File: src/rtl/jtdd_sdram_sched_if.sv
// SDRAM controller request bus between the access scheduler
// and the SDRAM controller.
interface jtdd_sdram_sched_if #(
  parameter int AW = 22
) ();
  logic          sdram_req;
  logic          sdram_we;
  logic [AW-1:0] sdram_addr;
  logic [15:0]   sdram_din;
  logic [1:0]    sdram_mask;
  logic          sdram_ack;
  logic          sdram_rdy;
  logic [15:0]   sdram_dout;

  modport master (
    output sdram_req, sdram_we, sdram_addr,
    output sdram_din, sdram_mask,
    input  sdram_ack, sdram_rdy, sdram_dout
  );

  modport slave (
    input  sdram_req, sdram_we, sdram_addr,
    input  sdram_din, sdram_mask,
    output sdram_ack, sdram_rdy, sdram_dout
  );
endinterface

File: src/rtl/jtdd_sdram_sched.sv
// SDRAM access scheduler: buffered ROM download writes have
// priority, CPU/graphics reads share the rest round-robin.
module jtdd_sdram_sched #(
  parameter int AW         = 22,
  parameter int FIFO_DEPTH = 2
) (
  input  logic            clk,
  input  logic            rst,
  input  logic            downloading,
  input  logic [AW-1:0]   prog_addr,
  input  logic [7:0]      prog_data,
  input  logic [1:0]      prog_mask,
  input  logic            prog_we,
  output logic            prog_rdy,
  output logic            prog_ovf,
  input  logic [2:0]      rd_req,
  input  logic [3*AW-1:0] rd_addr,
  output logic [2:0]      rd_ok,
  output logic [15:0]     rd_data,
  jtdd_sdram_sched_if.master sdram
);
  localparam int PW = (FIFO_DEPTH > 1) ? $clog2(FIFO_DEPTH) : 1;

  typedef struct packed {
    logic [AW-1:0] addr;
    logic [7:0]    data;
    logic [1:0]    mask;
  } ent_t;

  typedef enum logic [1:0] {IDLE, WR, RD} state_t;

  state_t        state_q, state_d;
  ent_t          mem_q [FIFO_DEPTH];
  ent_t          head;
  logic [PW-1:0] wp_q, wp_d, rp_q, rp_d;
  logic [PW:0]   cnt_q, cnt_d;
  logic [1:0]    ptr_q, ptr_d, grant_q, grant_d, win;
  logic          ack_q, ack_d;
  logic          req_q, req_d, we_q, we_d;
  logic [AW-1:0] addr_q, addr_d;
  logic [15:0]   din_q, din_d;
  logic [1:0]    mask_q, mask_d;
  logic          prdy_q, prdy_d, ovf_q, ovf_d;
  logic [2:0]    ok_q, ok_d;
  logic [15:0]   data_q, data_d;
  logic          full, empty, done, push, pop;

  assign full  = cnt_q == (PW+1)'(FIFO_DEPTH);
  assign empty = cnt_q == '0;
  assign head  = mem_q[rp_q];

  // rdy only counts once the controller has acknowledged the request
  assign done = (state_q != IDLE) && sdram.sdram_rdy &&
                (ack_q || (req_q && sdram.sdram_ack));
  assign pop  = (state_q == WR) && done;
  assign push = prog_we && (!full || pop);

  assign sdram.sdram_req  = req_q;
  assign sdram.sdram_we   = we_q;
  assign sdram.sdram_addr = addr_q;
  assign sdram.sdram_din  = din_q;
  assign sdram.sdram_mask = mask_q;
  assign prog_rdy = prdy_q;
  assign prog_ovf = ovf_q;
  assign rd_ok    = ok_q;
  assign rd_data  = data_q;

  // round-robin pick: first set request at or after ptr
  always_comb begin
    logic [1:0] idx;
    idx = '0;
    win = ptr_q;
    for (int i = 2; i >= 0; i--) begin
      idx = 2'((int'(ptr_q) + i) % 3);
      if (rd_req[idx]) win = idx;
    end
  end

  // download write buffer storage
  always_ff @(posedge clk) begin
    if (push) mem_q[wp_q] <= '{prog_addr, prog_data, prog_mask};
  end

  // next state, access launch and completion
  always_comb begin
    state_d = state_q;
    wp_d    = wp_q;
    rp_d    = rp_q;
    cnt_d   = cnt_q + (PW+1)'(push) - (PW+1)'(pop);
    ptr_d   = ptr_q;
    grant_d = grant_q;
    ack_d   = ack_q;
    req_d   = req_q;
    we_d    = we_q;
    addr_d  = addr_q;
    din_d   = din_q;
    mask_d  = mask_q;
    prdy_d  = 1'b0;
    ovf_d   = ovf_q | (prog_we & full & ~pop);
    ok_d    = 3'b000;
    data_d  = data_q;
    if (push) wp_d = wp_q + 1'b1;
    if (pop)  rp_d = rp_q + 1'b1;
    unique case (state_q)
      IDLE: begin
        if (!empty) begin
          state_d = WR;
          req_d   = 1'b1;
          we_d    = 1'b1;
          ack_d   = 1'b0;
          addr_d  = head.addr;
          din_d   = {head.data, head.data};
          mask_d  = head.mask;
        end else if (!downloading && rd_req != 3'b000) begin
          state_d = RD;
          req_d   = 1'b1;
          we_d    = 1'b0;
          ack_d   = 1'b0;
          grant_d = win;
          addr_d  = rd_addr[int'(win)*AW +: AW];
        end
      end
      WR, RD: begin
        if (req_q && sdram.sdram_ack) begin
          req_d = 1'b0;
          ack_d = 1'b1;
        end
        if (done) begin
          state_d = IDLE;
          req_d   = 1'b0;
          if (state_q == WR) begin
            prdy_d = 1'b1;
          end else begin
            data_d = sdram.sdram_dout;
            ok_d   = 3'b001 << grant_q;
            ptr_d  = (grant_q == 2'd2) ? 2'd0 : grant_q + 2'd1;
          end
        end
      end
      default: state_d = IDLE;
    endcase
  end

  // state registers
  always_ff @(posedge clk or posedge rst) begin
    if (rst) begin
      state_q <= IDLE;
      wp_q    <= '0;
      rp_q    <= '0;
      cnt_q   <= '0;
      ptr_q   <= '0;
      grant_q <= '0;
      ack_q   <= 1'b0;
      req_q   <= 1'b0;
      we_q    <= 1'b0;
      addr_q  <= '0;
      din_q   <= '0;
      mask_q  <= 2'b11;
      prdy_q  <= 1'b0;
      ovf_q   <= 1'b0;
      ok_q    <= 3'b000;
      data_q  <= '0;
    end else begin
      state_q <= state_d;
      wp_q    <= wp_d;
      rp_q    <= rp_d;
      cnt_q   <= cnt_d;
      ptr_q   <= ptr_d;
      grant_q <= grant_d;
      ack_q   <= ack_d;
      req_q   <= req_d;
      we_q    <= we_d;
      addr_q  <= addr_d;
      din_q   <= din_d;
      mask_q  <= mask_d;
      prdy_q  <= prdy_d;
      ovf_q   <= ovf_d;
      ok_q    <= ok_d;
      data_q  <= data_d;
    end
  end
endmodule
File: src/flat_wrapper.sv
// flat-port wrapper written by rule: the top's interface ports become plain ports
module jtdd_sdram_sched_flat 
#(
  parameter int AW         = 22,
  parameter int FIFO_DEPTH = 2
)
  (clk, rst, downloading, prog_addr, prog_data, prog_mask, prog_we, prog_rdy, prog_ovf, rd_req, rd_addr, rd_ok, rd_data, sdram_sdram_req, sdram_sdram_we, sdram_sdram_addr, sdram_sdram_din, sdram_sdram_mask, sdram_sdram_ack, sdram_sdram_rdy, sdram_sdram_dout);
  jtdd_sdram_sched_if #(.AW(AW)) sdram_i ();
  input  logic clk;
  input  logic rst;
  input  logic downloading;
  input  logic [AW-1:0] prog_addr;
  input  logic [7:0] prog_data;
  input  logic [1:0] prog_mask;
  input  logic prog_we;
  output logic prog_rdy;
  output logic prog_ovf;
  input  logic [2:0] rd_req;
  input  logic [3*AW-1:0] rd_addr;
  output logic [2:0] rd_ok;
  output logic [15:0] rd_data;
  output wire logic [$bits(sdram_i.sdram_req)-1:0] sdram_sdram_req;
  output wire logic [$bits(sdram_i.sdram_we)-1:0] sdram_sdram_we;
  output wire logic [$bits(sdram_i.sdram_addr)-1:0] sdram_sdram_addr;
  output wire logic [$bits(sdram_i.sdram_din)-1:0] sdram_sdram_din;
  output wire logic [$bits(sdram_i.sdram_mask)-1:0] sdram_sdram_mask;
  input wire logic [$bits(sdram_i.sdram_ack)-1:0] sdram_sdram_ack;
  input wire logic [$bits(sdram_i.sdram_rdy)-1:0] sdram_sdram_rdy;
  input wire logic [$bits(sdram_i.sdram_dout)-1:0] sdram_sdram_dout;
  assign sdram_sdram_req = sdram_i.sdram_req;
  assign sdram_sdram_we = sdram_i.sdram_we;
  assign sdram_sdram_addr = sdram_i.sdram_addr;
  assign sdram_sdram_din = sdram_i.sdram_din;
  assign sdram_sdram_mask = sdram_i.sdram_mask;
  assign sdram_i.sdram_ack = sdram_sdram_ack;
  assign sdram_i.sdram_rdy = sdram_sdram_rdy;
  assign sdram_i.sdram_dout = sdram_sdram_dout;
  jtdd_sdram_sched #(.AW(AW), .FIFO_DEPTH(FIFO_DEPTH)) u_core (.clk(clk), .rst(rst), .downloading(downloading), .prog_addr(prog_addr), .prog_data(prog_data), .prog_mask(prog_mask), .prog_we(prog_we), .prog_rdy(prog_rdy), .prog_ovf(prog_ovf), .rd_req(rd_req), .rd_addr(rd_addr), .rd_ok(rd_ok), .rd_data(rd_data), .sdram(sdram_i));
endmodule
File: config.mk
export PLATFORM = sky130hd
export DESIGN_NAME = jtdd_sdram_sched_flat
export DESIGN_NICKNAME = d
export VERILOG_FILES = /design/src/rtl/jtdd_sdram_sched_if.sv /design/src/rtl/jtdd_sdram_sched.sv /design/src/flat_wrapper.sv
export SDC_FILE = /design/constraint.sdc
export NUM_CORES = 1
export LEC_CHECK = 0
export ABC_AREA = 0
export ABC_CLOCK_PERIOD_IN_PS = 3950
export CAP_MARGIN = 10
export CORE_MARGIN = 2
export CORE_UTILIZATION = 45
export DETAILED_ROUTE_END_ITERATION = 8
export GPL_TIMING_DRIVEN = 0
export PLACE_DENSITY = 0.86
export SYNTH_ARGS = -nofsm -noshare
export SYNTH_HDL_FRONTEND = slang
export SYNTH_SLANG_ARGS = --single-unit
File: constraint.sdc
create_clock -name clk -period 3.95 [get_ports clk]
set_clock_uncertainty 0.15 [all_clocks]
set_input_delay 0.5925 -clock clk [delete_from_list [all_inputs] [get_ports clk]]
set_output_delay 0.5925 -clock clk [all_outputs]
set_load 0.02 [all_outputs]
==> impl_metrics.yaml <==
run_status:
  status: "completed"
final_layout:
  final_core_util_pct: 66.0
  antenna_cells: 0
  layout-drive-gt1-share_pct: 13.0
  fillers: 960
  final_nets: 851
  final_cells: 909
  area_growth_syn_to_layout_pct: 43.1
clock_network:
  post-cts-setup-buffer-count: 0
  insertion_delay_ps: 420
  cts_sinks: 130
  clockBufferDepth: 2
  clk_pin_slew_ps: 60
  clockRootBuffer: "clkbuf_16"
  h-tree-depth: 4
  cts_resized: 0
  cts_buffers: 17
  cts_hold_buf: 0
  cts_tree: "yes"
yosys:
  synth-edff-count: 64
  async_reset_ff_share_pct: 50.8
  syn-cell-area_mm2: 0.00614
  synth_seq_area_share_pct: 58.3
  ys_warn_count: 0
  synth_top_area_share_pct: 31.3
  ys_seq_elements: 130
  synth_commonest_cells: "97 x nand2_1, 64 x dfrtp_1, 64 x edfxtp_1, 56 x mux2i_1, 42 x o21ai_0"
  synth_cell_types: 44
  syn_nets: 647
  ys.flop_type: "edfxtp_1"
  yosysTopAreaCell: "edfxtp_1"
  yosys-top-cells-area: "edfxtp_1 31%, dfrtp_1 26%, mux2i_1 9.1%, nand2_1 5.9%, o21ai_0 3.4%"
  syn_area_per_cell_um2: 11.9
  postSynthCellCount: 516
  post-synth-top-count-cell: "nand2_1"
detailed_routing:
  met3_length_um: 970
  firstDrtPassIters: 5
  routedWlPerCell_um: 18.5
  detailroute.via_count: 4934
  wl_met1_mm: 6.44
  vias_per_cell: 5.43
  wirelength_mm: 16.8
  wl_met2_mm: 8.89
  remaining_drc_errors: 0
  ant_nets: 0
  drt_iter0_drc: 338
  highest_layer: "met4"
placement:
  portBuffers: 185
  hpwl_mm: 12.2
  place_ws_ps: 460
  routabilityCongestion: 0.868
  placed_cells: 877
critical_path:
  r2r_cells: 7
  crit_path_end: "u_core.mem_q[0][15]"
  ff2ff_setup_slack_ps: 800
  startpoint_type: "flop"
  critical_path.max_fanout: 32
  path_class: "flop to flop"
  crit_required_ps: 3830
  regToRegStartpoint: "u_core.state_q[0]"
  endpoint_kind: "flop"
  cp.arrival_ps: 3030
  startpoint: "u_core.state_q[0]"
  r2r_end: "u_core.mem_q[0][15]"
timing:
  timing.final.crit_share_pct: 79.6
  fin_tns_setup_ps: 0
  fin_crit_ps: 3150
  finalSetupViolCount: 0
  fin_ws_ps: 804
  maxSlewHeadroom_pct: 34.6
  maxSlewViolCount: 0
  max_freq_mhz: 318
  hold_viol: 0
  worst_slew_pin_slew_ps: 979
  rsz0062_at_grt: "no"
grt:
  grt_pass1_wl_mm: 26.5
  grt_pass1_vias: 5221
  grt_antenna_before_repair: 0
  grtUsageTotal_pct: 23.8
  grt_max_degree: 67
  grt_overflow_total: 0
floorplan:
  dieHeight_um: 121
  initial_core_util_pct: 46.2
  design.core.area_mm2: 0.0133
  die_area_mm2: 0.0146
  io-pin-count: 186
  die_w_um: 121
  fp-row-count: 42
pwr:
  swShare_pct: 40.3
  ir_drop_mv: 0.367
  p_leak_nw: 3.54
  p_int_mw: 4.37
  p_sw_mw: 2.95
  power_frac_clock_pct: 20.1
  combPwrFrac_pct: 50.6
  pwr-share-seq_pct: 29.4
  p_per_area_mw_per_mm2: 835
hold_path:
  hold_class: "flop to flop"
  holdPathStages: 2
job:
  drv_cap: 0
==> critical path, cell delays in order (launching register included) <==
cell	delay (ps)
dfrtp_1	400
inv_1	60
ha_1	290
nor3b_1	490
nand2_1	260
nand3_1	170
nand2_1	140
nor2_4	770
==> sequential cells by signal (all words and copies together) (netlist names), 2 cells and up <==
register                 cells
u_core.sdram.sdram_addr     22
u_core.rd_data              16
u_core.mem_q                64
u_core.cnt_q                 2
u_core.sdram.sdram_mask      2
u_core.state_q               2
u_core.sdram.sdram_din       8
u_core.grant_q               2
u_core.rd_ok                 3
u_core.ptr_q                 2
==> power by group through the flow <==
stage | registers (mW) | logic [mW] | clock network, mW
CTS | 2.15 | 3.69 | 1.49
global placement | 2.14 | 3.49 | 0
global route | 2.20 | 3.99 | 1.55
floorplan | 2.39 | 2.15 | 0
detailed placement | 2.17 | 3.67 | 0
finish | 2.15 | 3.70 | 1.47
==> metrics by stage <==
step	hold slack [ps]	cell area, um2	power, mW
2_1_floorplan	295	6140	4.53
3_3_place_gp	305	8210	5.64
3_5_place_dp	316	8220	5.84
4_1_cts	330	8780	7.34
5_1_grt	352	8780	7.73
6_report	323	8780	7.33
==> worst min path at each step <==
stage                                      from                    end
after floorplan               u_core.grant_q[0]        u_core.rd_ok[2]
after global placement          u_core.prog_ovf        u_core.prog_ovf
after detailed placement  u_core.sdram.sdram_we  u_core.sdram.sdram_we
after CTS                 u_core.sdram.sdram_we  u_core.sdram.sdram_we
after global routing            u_core.prog_ovf        u_core.prog_ovf
final                         u_core.rd_data[2]      u_core.rd_data[2]
==> cell families (layout without fill, tap and decap cells) <==
kind of cell             count (synthesis)  after routing  share of synthesized area (%)
multiplexers                            56             56                           9.14
XOR/XNOR                                 4              4                          0.571
AND/OR/NAND/NOR                        143            143                           10.6
flip-flops                             130            130                           58.3
buffers and inverters                   49            266                           4.34
AO/OA/AOI/OAI                          126            126                           15.4
adder cells (fa/ha/maj)                  8              8                           1.63
==> routing by layer <==
layer	up-vias	GRT usage, %
li1	2273	-
met2	213	41.9
met5	-	0
met4	0	11.2
met3	43	5.24
met1	2405	27.5
==> placed cells by master, fill, tap and decap left out, types with 4 or more instances in the layout <==
cell type        instances
clkdlybuf4s50_1        185
nand2_1                 97
dfrtp_1                 64
edfxtp_1                64
mux2i_1                 56
o21ai_0                 42
o211ai_1                24
nand2b_1                22
o32a_1                  20
o21ai_2                 19
clkbuf_16               17
inv_1                   12
buf_2                   11
buf_4                   10
clkbuf_1                10
ha_1                     8
nor2_1                   5
clkinvlp_4               5
buf_6                    4
xnor2_1                  4
==> cell type report <==
type | count | area (um2) | share of cell area (%)
Sequential cell | 130 | 3580 | 40.7
Inverter | 13 | 51.3 | 0.584
Clock buffer | 17 | 425 | 4.85
Clock inverter | 15 | 134 | 1.53
Timing Repair Buffer | 185 | 1850 | 21.1
Tap cell | 176 | 220 | 2.51
Buffer | 36 | 218 | 2.48
Multi-Input combinational cell | 337 | 2300 | 26.2
Power figures use the tool's default switching activity.
